$ cat src/rtl/ws2812_pkg.sv
// Shared types and constants for the WS2812 frame controller and bit encoder.
package ws2812_pkg;

  typedef enum logic [2:0] {
    ST_IDLE,
    ST_LOAD,
    ST_SEND,
    ST_WAIT,
    ST_GAP
  } state_t;

  localparam int PIXEL_BITS_DFLT = 24;
  localparam int CNT_GAP_DFLT    = 16000;
  localparam int CNT_W           = 16;

  // Encoder bit timing in clk_in cycles at 200 MHz.
  localparam int CNT_0_35_US = 70;
  localparam int CNT_0_70_US = 140;
  localparam int CNT_1_25_US = 250;

endpackage

$ cat src/rtl/ws2812_pix_buf.sv
// One-deep pixel prefetch buffer with remaining-fetch counter and registered request.
module ws2812_pix_buf
  import ws2812_pkg::*;
#(
  parameter int PIXEL_BITS = PIXEL_BITS_DFLT
) (
  input  logic                  clk_in,
  input  logic                  rst_in,
  input  logic                  load,
  input  logic [CNT_W-1:0]      load_cnt,
  input  logic                  take,
  input  logic                  pixel_vld_in,
  input  logic [PIXEL_BITS-1:0] pixel_data_in,
  output logic                  pixel_req_out,
  output logic                  buf_vld,
  output logic [PIXEL_BITS-1:0] buf_data
);

  logic [CNT_W-1:0] fetch_left;
  logic [CNT_W-1:0] fetch_left_nxt;
  logic             buf_vld_nxt;
  logic             xfer;

  assign xfer = pixel_req_out & pixel_vld_in;

  // An incoming word always lands in the buffer, even when the old one is taken the same cycle.
  always_comb begin
    buf_vld_nxt    = buf_vld;
    fetch_left_nxt = fetch_left;
    if (take) buf_vld_nxt = 1'b0;
    if (xfer) begin
      buf_vld_nxt    = 1'b1;
      fetch_left_nxt = fetch_left - CNT_W'(1);
    end
    if (load) begin
      buf_vld_nxt    = 1'b0;
      fetch_left_nxt = load_cnt;
    end
  end

  always_ff @(posedge clk_in) begin
    if (rst_in) begin
      buf_vld       <= 1'b0;
      buf_data      <= '0;
      fetch_left    <= '0;
      pixel_req_out <= 1'b0;
    end else begin
      buf_vld       <= buf_vld_nxt;
      fetch_left    <= fetch_left_nxt;
      pixel_req_out <= !buf_vld_nxt && (fetch_left_nxt != '0);
      if (xfer) buf_data <= pixel_data_in;
    end
  end

endmodule

$ cat src/rtl/ws2812_frame_ctl.sv
// WS2812 frame sequencer: fetches pixels, serialises them MSB-first to the encoder, then latch gap.
// Build option WS2812_FRAME_CTL_LOOP_EN: repeat the frame continuously after the first start.
//
// state | meaning
// IDLE  | waiting for frame_start_in with a non-zero pixel count
// LOAD  | waiting for a buffered pixel to copy into the shift register
// SEND  | bit_rdy_out pulse, bit_data_out holds the current MSB
// WAIT  | waiting for bit_done_in from the encoder
// GAP   | line held low for the latch gap
module ws2812_frame_ctl
  import ws2812_pkg::*;
#(
  parameter int PIXEL_BITS = PIXEL_BITS_DFLT,
  parameter int CNT_GAP    = CNT_GAP_DFLT
) (
  input  logic                  clk_in,
  input  logic                  rst_in,
  input  logic                  frame_start_in,
  input  logic [CNT_W-1:0]      pixel_num_in,
  output logic                  pixel_req_out,
  input  logic                  pixel_vld_in,
  input  logic [PIXEL_BITS-1:0] pixel_data_in,
  output logic                  bit_rdy_out,
  output logic                  bit_data_out,
  input  logic                  bit_done_in,
  output logic                  frame_busy_out,
  output logic                  frame_done_out,
  output logic                  underrun_out
);

  localparam int IDX_W = $clog2(PIXEL_BITS);

  state_t                state;
  logic [PIXEL_BITS-1:0] shift_reg;
  logic [IDX_W-1:0]      bit_idx;
  logic [CNT_W-1:0]      pix_num;
  logic [CNT_W-1:0]      pix_left;
  logic [CNT_W-1:0]      gap_cnt;
  logic                  first_pix;

  logic                  buf_vld;
  logic [PIXEL_BITS-1:0] buf_data;
  logic                  buf_load;
  logic                  buf_take;
  logic [CNT_W-1:0]      buf_load_cnt;
  logic                  start_ok;
  logic                  gap_end;

  assign start_ok     = (state == ST_IDLE) && frame_start_in && (pixel_num_in != '0);
  assign gap_end      = (state == ST_GAP) && (gap_cnt == '0);
  assign buf_take     = (state == ST_LOAD) && buf_vld;
  assign buf_load_cnt = (state == ST_IDLE) ? pixel_num_in : pix_num;
`ifdef WS2812_FRAME_CTL_LOOP_EN
  assign buf_load = start_ok || gap_end;
`else
  assign buf_load = start_ok;
`endif

  ws2812_pix_buf #(
    .PIXEL_BITS(PIXEL_BITS)
  ) u_pix_buf (
    .clk_in       (clk_in),
    .rst_in       (rst_in),
    .load         (buf_load),
    .load_cnt     (buf_load_cnt),
    .take         (buf_take),
    .pixel_vld_in (pixel_vld_in),
    .pixel_data_in(pixel_data_in),
    .pixel_req_out(pixel_req_out),
    .buf_vld      (buf_vld),
    .buf_data     (buf_data)
  );

  always_ff @(posedge clk_in) begin
    if (rst_in) begin
      state          <= ST_IDLE;
      shift_reg      <= '0;
      bit_idx        <= '0;
      pix_num        <= '0;
      pix_left       <= '0;
      gap_cnt        <= '0;
      first_pix      <= 1'b0;
      bit_rdy_out    <= 1'b0;
      bit_data_out   <= 1'b0;
      frame_busy_out <= 1'b0;
      frame_done_out <= 1'b0;
      underrun_out   <= 1'b0;
    end else begin
      bit_rdy_out    <= 1'b0;
      frame_done_out <= 1'b0;
      case (state)
        ST_IDLE: begin
          if (start_ok) begin
            pix_num        <= pixel_num_in;
            pix_left       <= pixel_num_in;
            first_pix      <= 1'b1;
            underrun_out   <= 1'b0;
            frame_busy_out <= 1'b1;
            state          <= ST_LOAD;
          end
        end
        ST_LOAD: begin
          if (buf_vld) begin
            shift_reg    <= buf_data;
            bit_idx      <= IDX_W'(PIXEL_BITS - 1);
            first_pix    <= 1'b0;
            bit_rdy_out  <= 1'b1;
            bit_data_out <= buf_data[PIXEL_BITS-1];
            state        <= ST_SEND;
          end else if (!first_pix) begin
            underrun_out <= 1'b1;
          end
        end
        ST_SEND: begin
          state <= ST_WAIT;
        end
        ST_WAIT: begin
          if (bit_done_in) begin
            shift_reg <= shift_reg << 1;
            if (bit_idx != '0) begin
              bit_idx      <= bit_idx - IDX_W'(1);
              bit_rdy_out  <= 1'b1;
              bit_data_out <= shift_reg[PIXEL_BITS-2];
              state        <= ST_SEND;
            end else begin
              bit_data_out <= 1'b0;
              pix_left     <= pix_left - CNT_W'(1);
              if (pix_left != CNT_W'(1)) begin
                state <= ST_LOAD;
              end else begin
                gap_cnt <= CNT_W'(CNT_GAP - 1);
                state   <= ST_GAP;
              end
            end
          end
        end
        ST_GAP: begin
          if (gap_end) begin
            frame_done_out <= 1'b1;
`ifdef WS2812_FRAME_CTL_LOOP_EN
            pix_left       <= pix_num;
            first_pix      <= 1'b1;
            state          <= ST_LOAD;
`else
            frame_busy_out <= 1'b0;
            state          <= ST_IDLE;
`endif
          end else begin
            gap_cnt <= gap_cnt - CNT_W'(1);
          end
        end
        default: state <= ST_IDLE;
      endcase
    end
  end

endmodule

$ cat config.mk
export PLATFORM = sky130hd
export DESIGN_NAME = ws2812_frame_ctl
export DESIGN_NICKNAME = d
export VERILOG_FILES = /design/src/rtl/ws2812_pkg.sv /design/src/rtl/ws2812_pix_buf.sv /design/src/rtl/ws2812_frame_ctl.sv
export SDC_FILE = /design/constraint.sdc
export NUM_CORES = 1
export LEC_CHECK = 0
export CORE_MARGIN = 2
export CORE_UTILIZATION = 51
export CTS_CLUSTER_DIAMETER = 150
export DETAILED_ROUTE_END_ITERATION = 8
export PLACE_DENSITY = 0.77
export SETUP_SLACK_MARGIN = 0.05
export SYNTH_ARGS = -nofsm -noshare
export SYNTH_HDL_FRONTEND = slang
export SYNTH_SLANG_ARGS = --single-unit
export TNS_END_PERCENT = 1
$ cat constraint.sdc
create_clock -name clk_in -period 2.34 [get_ports clk_in]
set_input_delay 0.468 -clock clk_in [delete_from_list [all_inputs] [get_ports clk_in]]
set_output_delay 0.468 -clock clk_in [all_outputs]
set_load 0.01 [all_outputs]
==> implementation parameters <==
Parameter                              Value

Run status
  Outcome    finished, violations left
  Violated checks    setup timing

Synthesis
  Sequential cell area fraction in the yosys report    43.4%
  Post-synthesis instance area    0.00517 mm2
  Count of yosys warnings during synthesis    0
  Synthesized area divided by synthesized cell count    7.67 um2
  Number of instances in the synthesized netlist    674
  Count of state elements after synthesis    112
  Count of flip-flops with a built-in enable after synthesis    0
  Post-synth cell types    51
  Post-synth ARST share    0%
  Synthesized net count    724
  Flip-flop cell with the highest count after synthesis    dfxtp_1

Finish
  Final Net Count    804
  Number of filler instances in the final layout    843
  Area added between synthesis and finish    25.1%
  Fraction of layout instances using a drive strength above 1    13.6%
  Final non-filler cell total    892
  Largest register FFs    24
  Count of antenna diodes in the layout    0

Global route
  Number of global-route vias before repair    4,743
  Global-route wire length before repair    21,600 um
  Antenna violations before repair    0
  Maximum number of pins on one net before global-route repair    55
  Overall overflow remaining after global route    0
  Tot GR Track Use    23.7%

Clock network
  Clock sinks    112
  Num CTS Buffers    9
  Post-CTS clock slew at the launch and capture registers of the worst setup and hold paths    0.11 ns
  Cell at the root of the clock tree    clkbuf_8
  CTS HTree Levels    3
  Post-CTS Hold Fix Bufs    0
  Largest buffer count on any clock path    2
  Clk_lat worst skew    0.38 ns
  CTS tree    built

Floorplan
  Top Ports    51
  DIE HEIGHT    105 um
  Initial Utilization    52.6%
  Standard-cell rows    36
  Area of the core    0.00982 mm2
  Die X    105 um
  Overall die area    0.0110 mm2

STA
  Max Clk Rate    425 MHz
  Post-Route Skew    0.00888 ns
  Final critical-path share of the clock period    101%
  Setup repair after global routing missed its margin    yes
  Final setup vio count    1
  Count of final hold-check violations    0
  Headroom to the max-slew limit    50.1%
  Crit path time final    2.35 ns
  Worst-case hold slack    0.461 ns
  Max-slew violation count    0
  Minimum setup slack in the final design    -0.0146 ns
  Pin slew with the least headroom to its limit    0.748 ns

Drt
  Count of routing violations after the opening detailed-route iteration    248
  Total via count in the routed design    5,007
  DRC Markers    0
  Number of iterations in the first detailed-routing pass    6
  Sum of routed wire length over all layers    12,700 um
  Average via count per standard cell    5.61
  Count of antenna-violating nets left after detailed routing    0
  Detailed-route wire length per cell    14.2 um

Setup path
  CP startpoint kind    flop
  Critical path cell sequence    or3_4 > nor3_4 > a31oi_2 > or3_4 > or4_4 > xor2_1 > a21oi_1
  Dominant delay contributor by cell family on the critical path    simple AND/OR/NAND/NOR gates
  Critical Path Most Common Cell    or3_4
  Delay of the slowest cell on the worst path    0.43 ns
  Maximum fanout along the worst path    7
  Required time of the critical path    2.58 ns
  Buffers and inverters on the worst path    0
  Worst Path Arrival    2.59 ns
  Kind of capture point of the worst setup path    flop
  Setup Crit Path Kind    reg2reg
  Crit path max-delay cell type    or4_4

Hold path
  Worst hold path class    reg2reg

Place
  Last weighted congestion value of the routability-driven placer    0.890
  Count of buffers from port buffering    50
  Hpwl dp    9060 um
  Number of cells in the design after placement    874

Power
  Largest vdd supply drop    0.497 mV
  Overall power of the completed layout    5.91 mW
  Leakage power total    2.37 nW
  Power density cells    914 mW/mm2

Run
  # Max-Cap Violations    0
==> layout by cell type, fill, tap and decap left out, types with 4 or more instances in the layout <==
| cell type | n |
|---|---|
| nor2_1 | 73 |
| or3_4 | 5 |
| xor2_1 | 19 |
| clkdlybuf4s50_1 | 49 |
| a221oi_1 | 4 |
| nand2_1 | 149 |
| buf_4 | 59 |
| inv_1 | 10 |
| a211oi_1 | 7 |
| xnor2_1 | 11 |
| or2_2 | 5 |
| ha_1 | 5 |
| nor3_1 | 26 |
| clkbuf_8 | 9 |
| a21oi_1 | 70 |
| o21ai_0 | 24 |
| nor4_1 | 10 |
| nand2b_1 | 6 |
| o31ai_1 | 4 |
| nand3_1 | 16 |
| or3_1 | 5 |
| a311oi_1 | 23 |
| dfxtp_1 | 110 |
==> worst register-to-register path, delay by kind of cell (launching register included) <==
kind / cells / cell delay [ns]
AO/OA/AOI/OAI: 2 / 0.23
XOR/XNOR: 1 / 0.16
flip-flops: 1 / 0.34
AND/OR/NAND/NOR: 4 / 1.50
==> worst paths after layout <==
| kind | cells past startpoint | from | endpoint | slack (ns) |
|---|---|---|---|---|
| worst max-delay path | 7 | pix_left[6]$_SDFFE_PP0P_ | gap_cnt[12]$_SDFFE_PP0P_ | -0.01 |
| worst min-delay path | 2 | u_pix_buf.buf_data[10]$_SDFFE_PP0P_ | u_pix_buf.buf_data[10]$_SDFFE_PP0P_ | 0.46 |
| worst min register to register | 2 | u_pix_buf.buf_data[10]$_SDFFE_PP0P_ | u_pix_buf.buf_data[10]$_SDFFE_PP0P_ | 0.46 |
| worst max register to register | 7 | pix_left[6]$_SDFFE_PP0P_ | gap_cnt[12]$_SDFFE_PP0P_ | -0.01 |
==> timing repair <==
item                       in CTS  in global routing
buffers inserted                0                  2
setup endpoints to repair      11                 11
pin swaps                       0                  4
resized for setup               5                 12
==> where the power goes <==
group | internal, mW | switching (mW) | total [mW]
Clock | 0.519 | 0.710 | 1.23
Sequential | 2.19 | 0.245 | 2.44
Combinational | 1.02 | 1.23 | 2.24
Total | 3.73 | 2.18 | 5.91
==> metal layers <==
layer	wire length, um	global-route usage [%]	vias up
met5	0	0	-
met2	6180	40.6	121
met3	622	4.37	17
li1	-	-	2505
met4	178	7.14	0
met1	5720	30.5	2364
==> final cells by class <==
| cell class | instances | area [um2] | share of cell area [%] |
|---|---|---|---|
| clock inverters | 7 | 90.1 | 1.39 |
| inverters | 10 | 37.5 | 0.580 |
| multi-input cells | 510 | 2830 | 43.7 |
| repair buffers | 111 | 978 | 15.1 |
| well taps | 133 | 166 | 2.57 |
| clock buffers | 9 | 124 | 1.92 |
| flip-flops and latches | 112 | 2240 | 34.7 |
==> cell usage after synthesis, types with 2 or more instances <==
cell type    n  area share (%)
nand2_1    149              11
dfxtp_1    112              43
nor2_1      73             5.3
a21oi_1     70             6.8
clkbuf_1    38             2.8
nor3_1      27             2.6
o21ai_0     25             2.4
a311oi_1    23             3.9
xor2_1      19             3.2
nand3_1     16             1.5
nor4_1      12             1.5
xnor2_1     12             2.0
inv_1       10            0.73
or3_1        9             1.1
a211oi_1     7             1.0
nand2b_1     6            0.73
ha_1         5             1.2
or2_2        5            0.61
or4_1        5            0.73
a221oi_1     4            0.68
o31ai_1      4            0.58
a31oi_1      3            0.36
and2_1       3            0.36
buf_1        3            0.22
nand3b_1     3            0.44
nand4_1      3            0.36
a22oi_1      2            0.29
nor2b_1      2            0.24
nor3b_1      2            0.29
==> cell families after synthesis <==
logic type                 Yosys count  share of synthesized area (%)
AOI/OAI and AO/OA                  150                           18.0
and+or+nand+nor                    323                           28.2
DFF                                112                           43.4
xor gates and xnor gates            31                           5.25
muxes                                1                          0.194
adders and majority gates            5                           1.21
buffers and inverters               52                           3.80
==> per-stage QoR <==
step / area, um2 / TNS, ns / utilization, % / worst slack (ns)
2_1_floorplan: 5180 / 0 / - / 0.0597
3_3_place_gp: 6150 / -2.29 / 62.7 / -0.296
3_5_place_dp: 6150 / -3.75 / 62.7 / -0.411
4_1_cts: 6400 / -0.0200 / 65.1 / -0.0112
5_1_grt: 6470 / -0.438 / 65.9 / -0.0824
6_report: 6470 / -0.0146 / 65.9 / -0.0146
Power figures use the tool's default switching activity.
